File: src/rtl/ram_ctrl_pkg.sv
// Shared types and sizes for the dual-requester RAM port controller.
package ram_ctrl_pkg;

    localparam int ADDR_W = 5;
    localparam int DATA_W = 4;
    localparam int DEPTH  = 32;

    typedef enum logic {CLEAR, ARB} arb_state_t;
    typedef enum logic {SEL_A, SEL_B} sel_t;

endpackage

File: src/rtl/rr_arbiter2.sv
// Two-way round-robin grant logic; last_grant resets to B so A wins the first tie.
module rr_arbiter2
    import ram_ctrl_pkg::*;
(
    input  logic clk,
    input  logic reset_n,
    input  logic en,
    input  logic req_a,
    input  logic req_b,
    output logic gnt_a,
    output logic gnt_b
);

    sel_t last_grant_q;
    sel_t last_grant_d;

    always_comb begin
        gnt_a = en & req_a & (~req_b | (last_grant_q == SEL_B));
        gnt_b = en & req_b & ~gnt_a;
    end

    always_comb begin
        last_grant_d = last_grant_q;
        if (gnt_a) begin
            last_grant_d = SEL_A;
        end else if (gnt_b) begin
            last_grant_d = SEL_B;
        end
    end

    // NOTE: clocked state uses <= so every flop samples pre-edge values regardless of block order.
    always_ff @(posedge clk) begin
        if (!reset_n) begin
            last_grant_q <= SEL_B;
        end else begin
            last_grant_q <= last_grant_d;
        end
    end

endmodule

File: src/rtl/ram_port_arbiter.sv
// Shares one single-port RAM between requesters A and B after clearing it to zero.
module ram_port_arbiter
    import ram_ctrl_pkg::*;
(
    input  logic              clk,
    input  logic              reset_n,
    input  logic              req_a,
    input  logic              we_a,
    input  logic [ADDR_W-1:0] addr_a,
    input  logic [DATA_W-1:0] wdata_a,
    output logic              gnt_a,
    output logic              rvalid_a,
    output logic [DATA_W-1:0] rdata_a,
    input  logic              req_b,
    input  logic              we_b,
    input  logic [ADDR_W-1:0] addr_b,
    input  logic [DATA_W-1:0] wdata_b,
    output logic              gnt_b,
    output logic              rvalid_b,
    output logic [DATA_W-1:0] rdata_b,
    output logic              init_done,
    output logic              ram_wr_en,
    output logic [ADDR_W-1:0] ram_addr,
    output logic [DATA_W-1:0] ram_wr_data,
    input  logic [DATA_W-1:0] ram_rd_data
);

    localparam logic [ADDR_W:0] CLR_LAST = (ADDR_W+1)'(DEPTH - 1);
    localparam logic [ADDR_W:0] CLR_ONE  = (ADDR_W+1)'(1);

    arb_state_t        state_q, state_d, state_act;
    logic [ADDR_W:0]   clr_cnt_q, clr_cnt_d, clr_act;
    logic              init_done_q, init_done_d;
    logic              rvalid_a_q, rvalid_b_q;
    logic [DATA_W-1:0] rdata_a_q, rdata_b_q;
    logic              rd_a, rd_b;

    // Reset held low forces the outputs to the first clear cycle before any edge lands.
    assign state_act = reset_n ? state_q : CLEAR;
    assign clr_act   = reset_n ? clr_cnt_q : '0;

    rr_arbiter2 u_arb (
        .clk     (clk),
        .reset_n (reset_n),
        .en      (state_act == ARB),
        .req_a   (req_a),
        .req_b   (req_b),
        .gnt_a   (gnt_a),
        .gnt_b   (gnt_b)
    );

    always_ff @(posedge clk) begin
        if (!reset_n) begin
            state_q     <= CLEAR;
            clr_cnt_q   <= '0;
            init_done_q <= 1'b0;
        end else begin
            state_q     <= state_d;
            clr_cnt_q   <= clr_cnt_d;
            init_done_q <= init_done_d;
        end
    end

    // NOTE: every combinational output gets a default first so no path leaves it unassigned (no latch).
    always_comb begin
        state_d     = state_q;
        clr_cnt_d   = clr_cnt_q;
        init_done_d = init_done_q;
        if (state_q == CLEAR) begin
            clr_cnt_d = clr_cnt_q + CLR_ONE;
            if (clr_cnt_q == CLR_LAST) begin
                state_d     = ARB;
                init_done_d = 1'b1;
            end
        end
    end

    always_comb begin
        ram_wr_en   = 1'b0;
        ram_addr    = '0;
        ram_wr_data = '0;
        case (state_act)
            CLEAR: begin
                ram_wr_en = 1'b1;
                ram_addr  = clr_act[ADDR_W-1:0];
            end
            ARB: begin
                if (gnt_a) begin
                    ram_wr_en   = we_a;
                    ram_addr    = addr_a;
                    ram_wr_data = wdata_a;
                end else if (gnt_b) begin
                    ram_wr_en   = we_b;
                    ram_addr    = addr_b;
                    ram_wr_data = wdata_b;
                end
            end
            default: ;
        endcase
    end

    assign rd_a = gnt_a & ~we_a;
    assign rd_b = gnt_b & ~we_b;

    always_ff @(posedge clk) begin
        if (!reset_n) begin
            rvalid_a_q <= 1'b0;
            rvalid_b_q <= 1'b0;
            rdata_a_q  <= '0;
            rdata_b_q  <= '0;
        end else begin
            rvalid_a_q <= rd_a;
            rvalid_b_q <= rd_b;
            if (rd_a) rdata_a_q <= ram_rd_data;
            if (rd_b) rdata_b_q <= ram_rd_data;
        end
    end

    assign init_done = init_done_q;
    assign rvalid_a  = rvalid_a_q;
    assign rvalid_b  = rvalid_b_q;
    assign rdata_a   = rdata_a_q;
    assign rdata_b   = rdata_b_q;

endmodule

File: config.mk
export PLATFORM = sky130hd
export DESIGN_NAME = ram_port_arbiter
export DESIGN_NICKNAME = d
export VERILOG_FILES = /design/src/rtl/ram_ctrl_pkg.sv /design/src/rtl/rr_arbiter2.sv /design/src/rtl/ram_port_arbiter.sv
export SDC_FILE = /design/constraint.sdc
export NUM_CORES = 1
export LEC_CHECK = 0
export ABC_AREA = 0
export CAP_MARGIN = 20
export CORE_ASPECT_RATIO = 0.9
export CORE_MARGIN = 2
export CORE_UTILIZATION = 38
export DETAILED_ROUTE_END_ITERATION = 7
export PLACE_DENSITY = 0.79
export REMOVE_ABC_BUFFERS = 1
export SETUP_SLACK_MARGIN = 0.15
export SLEW_MARGIN = 10
export SYNTH_ARGS = -nofsm -noshare
export SYNTH_HDL_FRONTEND = slang
export SYNTH_HIERARCHICAL = 1
export SYNTH_SLANG_ARGS = --single-unit
export TNS_END_PERCENT = 10
File: constraint.sdc
create_clock -name clk -period 2.4 [get_ports clk]
set_input_delay 0.48 -clock clk [delete_from_list [all_inputs] [get_ports clk]]
set_output_delay 0.48 -clock clk [all_outputs]
set_load 0.005 [all_outputs]
==> results list <==
- Status: complete, no violations
* Cell-internal power: between 0.0004 and 0.0005 W
* Yosys top cell by area: sky130_fd_sc_hd__dfxtp_1
- The worst-case IR drop observed on VDD is slightly below 0.0004 V.
- Average wire per cell in the routed design: about 13 um
- Worst Max-Slew Pin Slew: approximately 0.45 ns
- The pre-antenna-repair detailed-routing pass consisted of 4 iterations.
- Endpoint class of the critical path: primary output
- The number of max-slew violations in the final report came to 0.
- The first global-routing pass estimated 4560 um of wire.
- The largest individual stage delay along the critical path comes from the cell sky130_fd_sc_hd__clkdlybuf4s15_2.
* Hold Path Origin: clr_cnt_q[5]
- Filler cells: ~170
- Number of hold violations in the final report: 0
- Net switching power: around 0.00013 W
* CP arrival: around 1.9 ns
* Final wirelength: about 2700 um
- CORE AREA: approximately 0.0022 sq mm
- Setup-violating endpoint count in the final report: 0
- STA classifies the critical path startpoint as a primary input.
- The signal on the critical path passes through clkdlybuf4s15_2, nand2_2, inv_2, nand2_1, a21oi_2, nor2b_4, buf_6, buf_4, buf_4, a22oi_1, a21oi_1, clkbuf_2.
- Post-detailed-route count of antenna-violating nets: 0
- Of the total power, the clock network draws between 20% and 30%.
- The number of antenna diodes in the final layout is 0.
- Post-synthesis cell area: roughly 920 sq um
- For this run, asynchronously set or reset flops after synthesis account for 0%.
- The clock reaches the later pin of the worst-skew pair after slightly below 0.3 ns.
* Count of buffer and inverter cells on the critical path: 6
- Top cell types by occurrence after synthesis: 19 x sky130_fd_sc_hd__dfxtp_1, 19 x sky130_fd_sc_hd__nor2_1, 10 x sky130_fd_sc_hd__a21oi_1
- Total leakage power: 0.730 nW
* Detailed Route Iter0 Violations: 15
- Fin crit share: 98.8%
* Final min period: between 2 and 2.5 ns
- Final worst hold slack: between 0.4 and 0.5 ns
- Die Y: about 51 um
* Most common flop cell mapped by yosys: sky130_fd_sc_hd__dfxtp_1
* Number of enable-type register cells in the synthesized netlist: 0
- Combinational cells account for approximately an eighth of the total power.
- The worst hold path was traced through 2 stages.
* TritonCTS clock tree: done
* Num CTS Buffers: 3
* Pwr/cell area: roughly 350 mW/mm^2
- Avg Vias per Cell: around 5.0
* Top area cells in the synthesized netlist: sky130_fd_sc_hd__dfxtp_1 41%, sky130_fd_sc_hd__mux2i_1 9.8%, sky130_fd_sc_hd__nor2_1 7.7%, sky130_fd_sc_hd__a22oi_1 6.5%, sky130_fd_sc_hd__a21oi_1 5.4%
- HPWL after detailed placement: 1980 um
* Total grt overflow: 0
- The initial antenna violation count came to 0.
- I/O pins: 51
* Mean Syn Cell Area: between 8 and 9 sq um
* R2r startpoint: state_q
- Crit path kind: in2out
* Chip width: approximately 56 um
- The worst register-to-register path ends at rdata_a[0].
- Counting distinct cell types in the post-synthesis netlist gives 26.
* Total number of yosys warnings: 6
- Counting along the longest clock path gives a buffer depth of 2.
* Worst hold-check path type: reg2reg
* Placer congestion estimate: 0.773
* Total number of vias: 1020
* Destination of the worst hold path: clr_cnt_q[5]
- Port Buffer Count: 50
- The area growth from synthesis to layout is 74.5%.
* Starting density of the core: around two fifths
* Placed cells: about 190
- CP max stage delay: 0.20 ns
* Cell repeated most along the worst path: sky130_fd_sc_hd__buf_4
- Largest net degree at the start of global routing: 18
- Yosys reg bits: 19
- The number of global-route vias before repair came to 1007.
* Setup slack on the worst flop-to-flop path: 0.76 ns
- Floorplan die area: 0.00284 sq mm
- Dominant delay contributor by cell family on the critical path: buffers and inverters
- Across the routed clock network, the largest skew measured is ~0.0028 ns.
* Number of sinks driven by the clock tree: 19
- Row generation in the floorplan step produced 16 rows.
- Root buffer selected by CTS: sky130_fd_sc_hd__clkbuf_4
- Top-area cell type share of the netlist area: 41.2%
* Data required time of the worst path: ~1.9 ns
- Switching power as a share of total power: a little under a quarter
- Crit Path Max Fanout: 5
* Depth of the CTS H-tree: 1
- The finished layout holds ~200 standard cells, fillers aside.
* Remaining design rule violation count: 0
- Setup repair after global routing could not meet its margin everywhere.
- Part of the Yosys area used for sequential elements: between 40% and 50%
- Global routing used 20.5% of the available tracks across all layers.
- Number of maximum-capacitance violations: 0
* Count of cells along the worst register-to-register path: 11
* Number of hold buffers added after CTS: 0
* Layout cell share with drive strength beyond 1: 22.2%
- Share of total power in sequential cells: about 59%
- Gate count after technology mapping: between 100 and 150
- Register clock-pin slew on the reported worst setup and hold paths: approximately 0.11 ns
* Nets: just over 200
- Derived from the worst setup path, the maximum achievable clock frequency is ~420 MHz.
* Slew headroom: a little over two thirds
-- final cells by class --
type	count	area (sq um)	area share, %
inverter	4	15.0	0.933
multi-input combinational	78	514	32.0
sequential	19	382	23.7
timing repair buffer	71	637	39.6
clock inverter	1	5.00	0.311
tap	27	33.8	2.10
clock buffer	3	22.5	1.40
-- metrics by stage --
stage	total power [W]	utilization, %	area [sq um]	setup WS (ns)	TNS, ns
floorplan	0.000348	-	887	-0.0975	-0.767
global placement	0.000405	67.1	1500	-0.450	-4.23
detailed placement	0.000407	67.1	1500	-0.546	-5.23
CTS	0.000563	70.8	1590	-0.0300	-0.0300
global route	0.000587	71.8	1610	-0.0619	-0.0967
finish	0.000557	71.8	1610	0.0277	0
-- cells in the final DEF, fill, tap and decap left out, drive strengths merged, types with 2 or more instances in the layout --
cell,count
dfxtp,19
nand4b,2
mux2i,9
clkbuf,4
o21ai,6
dlygate4sd2,6
a31oi,2
a21oi,10
xor2,3
clkdlybuf4s15,2
nor2,19
a22oi,8
clkdlybuf4s50,36
nand2,7
buf,25
inv,3
nor2b,3
clkinv,2
-- sequential cells by signal, summed over array words and instances (netlist names) --
name / count
state_q: 1
rvalid_a: 1
init_done: 1
rdata_b: 4
clr_cnt_q: 6
rdata_a: 4
u_arb/last_grant_q: 1
rvalid_b: 1
-- power groups by stage --
| stage | registers, W | clock network [W] | logic [W] |
|---|---|---|---|
| 6_report | 0.000327 | 0.000160 | 0.0000701 |
| 5_1_grt | 0.000328 | 0.000182 | 0.0000765 |
| 4_1_cts | 0.000327 | 0.000166 | 0.0000698 |
| 3_5_place_dp | 0.000334 | 0 | 0.0000726 |
| 3_3_place_gp | 0.000334 | 0 | 0.0000709 |
| 2_1_floorplan | 0.000333 | 0 | 0.0000148 |
-- per-layer routing --
layer | up-vias | global-route usage [%] | share of wire (%)
met5 | - | 0 | 0
met4 | 0 | 5.56 | 1.6
met3 | 4 | 5.41 | 4.6
met2 | 27 | 36.7 | 50
met1 | 480 | 24.5 | 44
li1 | 509 | - | -
-- worst register-to-register path, cell delays in order, from the launching register on --
cell and delay [ns]:
sky130_fd_sc_hd__dfxtp_2 0.35, sky130_fd_sc_hd__nand2_2 0.06, sky130_fd_sc_hd__inv_2 0.07, sky130_fd_sc_hd__nand2_1 0.07, sky130_fd_sc_hd__a21oi_2 0.18, sky130_fd_sc_hd__buf_4 0.15, sky130_fd_sc_hd__buf_4 0.09, sky130_fd_sc_hd__buf_4 0.09
sky130_fd_sc_hd__nand2b_1 0.07, sky130_fd_sc_hd__buf_4 0.17, sky130_fd_sc_hd__mux2i_1 0.16, sky130_fd_sc_hd__nor2_1 0.06
-- worst max path at each step --
| stage | endpoint | cells after the start | from |
|---|---|---|---|
| after floorplan | ram_addr[0] | 7 | state_q |
| after global placement | ram_addr[1] | 9 | reset_n |
| after detailed placement | ram_addr[0] | 10 | reset_n |
| after CTS | ram_addr[3] | 12 | reset_n |
| after global routing | ram_addr[3] | 11 | state_q |
| final | ram_addr[3] | 12 | reset_n |
-- timing repair --
action	CTS	global route
setup buffers	9	1
pin swaps	6	3
endpoints found under the setup margin	12	11
gates resized for setup	33	8
-- cell families (layout without fill, tap and decap cells) --
kind of cell	Yosys count	in the layout	synth area share (%)
buffers and inverters	11	79	5.43
adders and majority gates	1	1	1.36
DFF	19	19	41.2
xor gates and xnor gates	4	4	3.80
AOI/OAI and AO/OA	27	27	17.4
muxes	9	9	9.77
and+or+nand+nor	37	37	21.0
No activity file was read; power rests on OpenSTA's default activity.
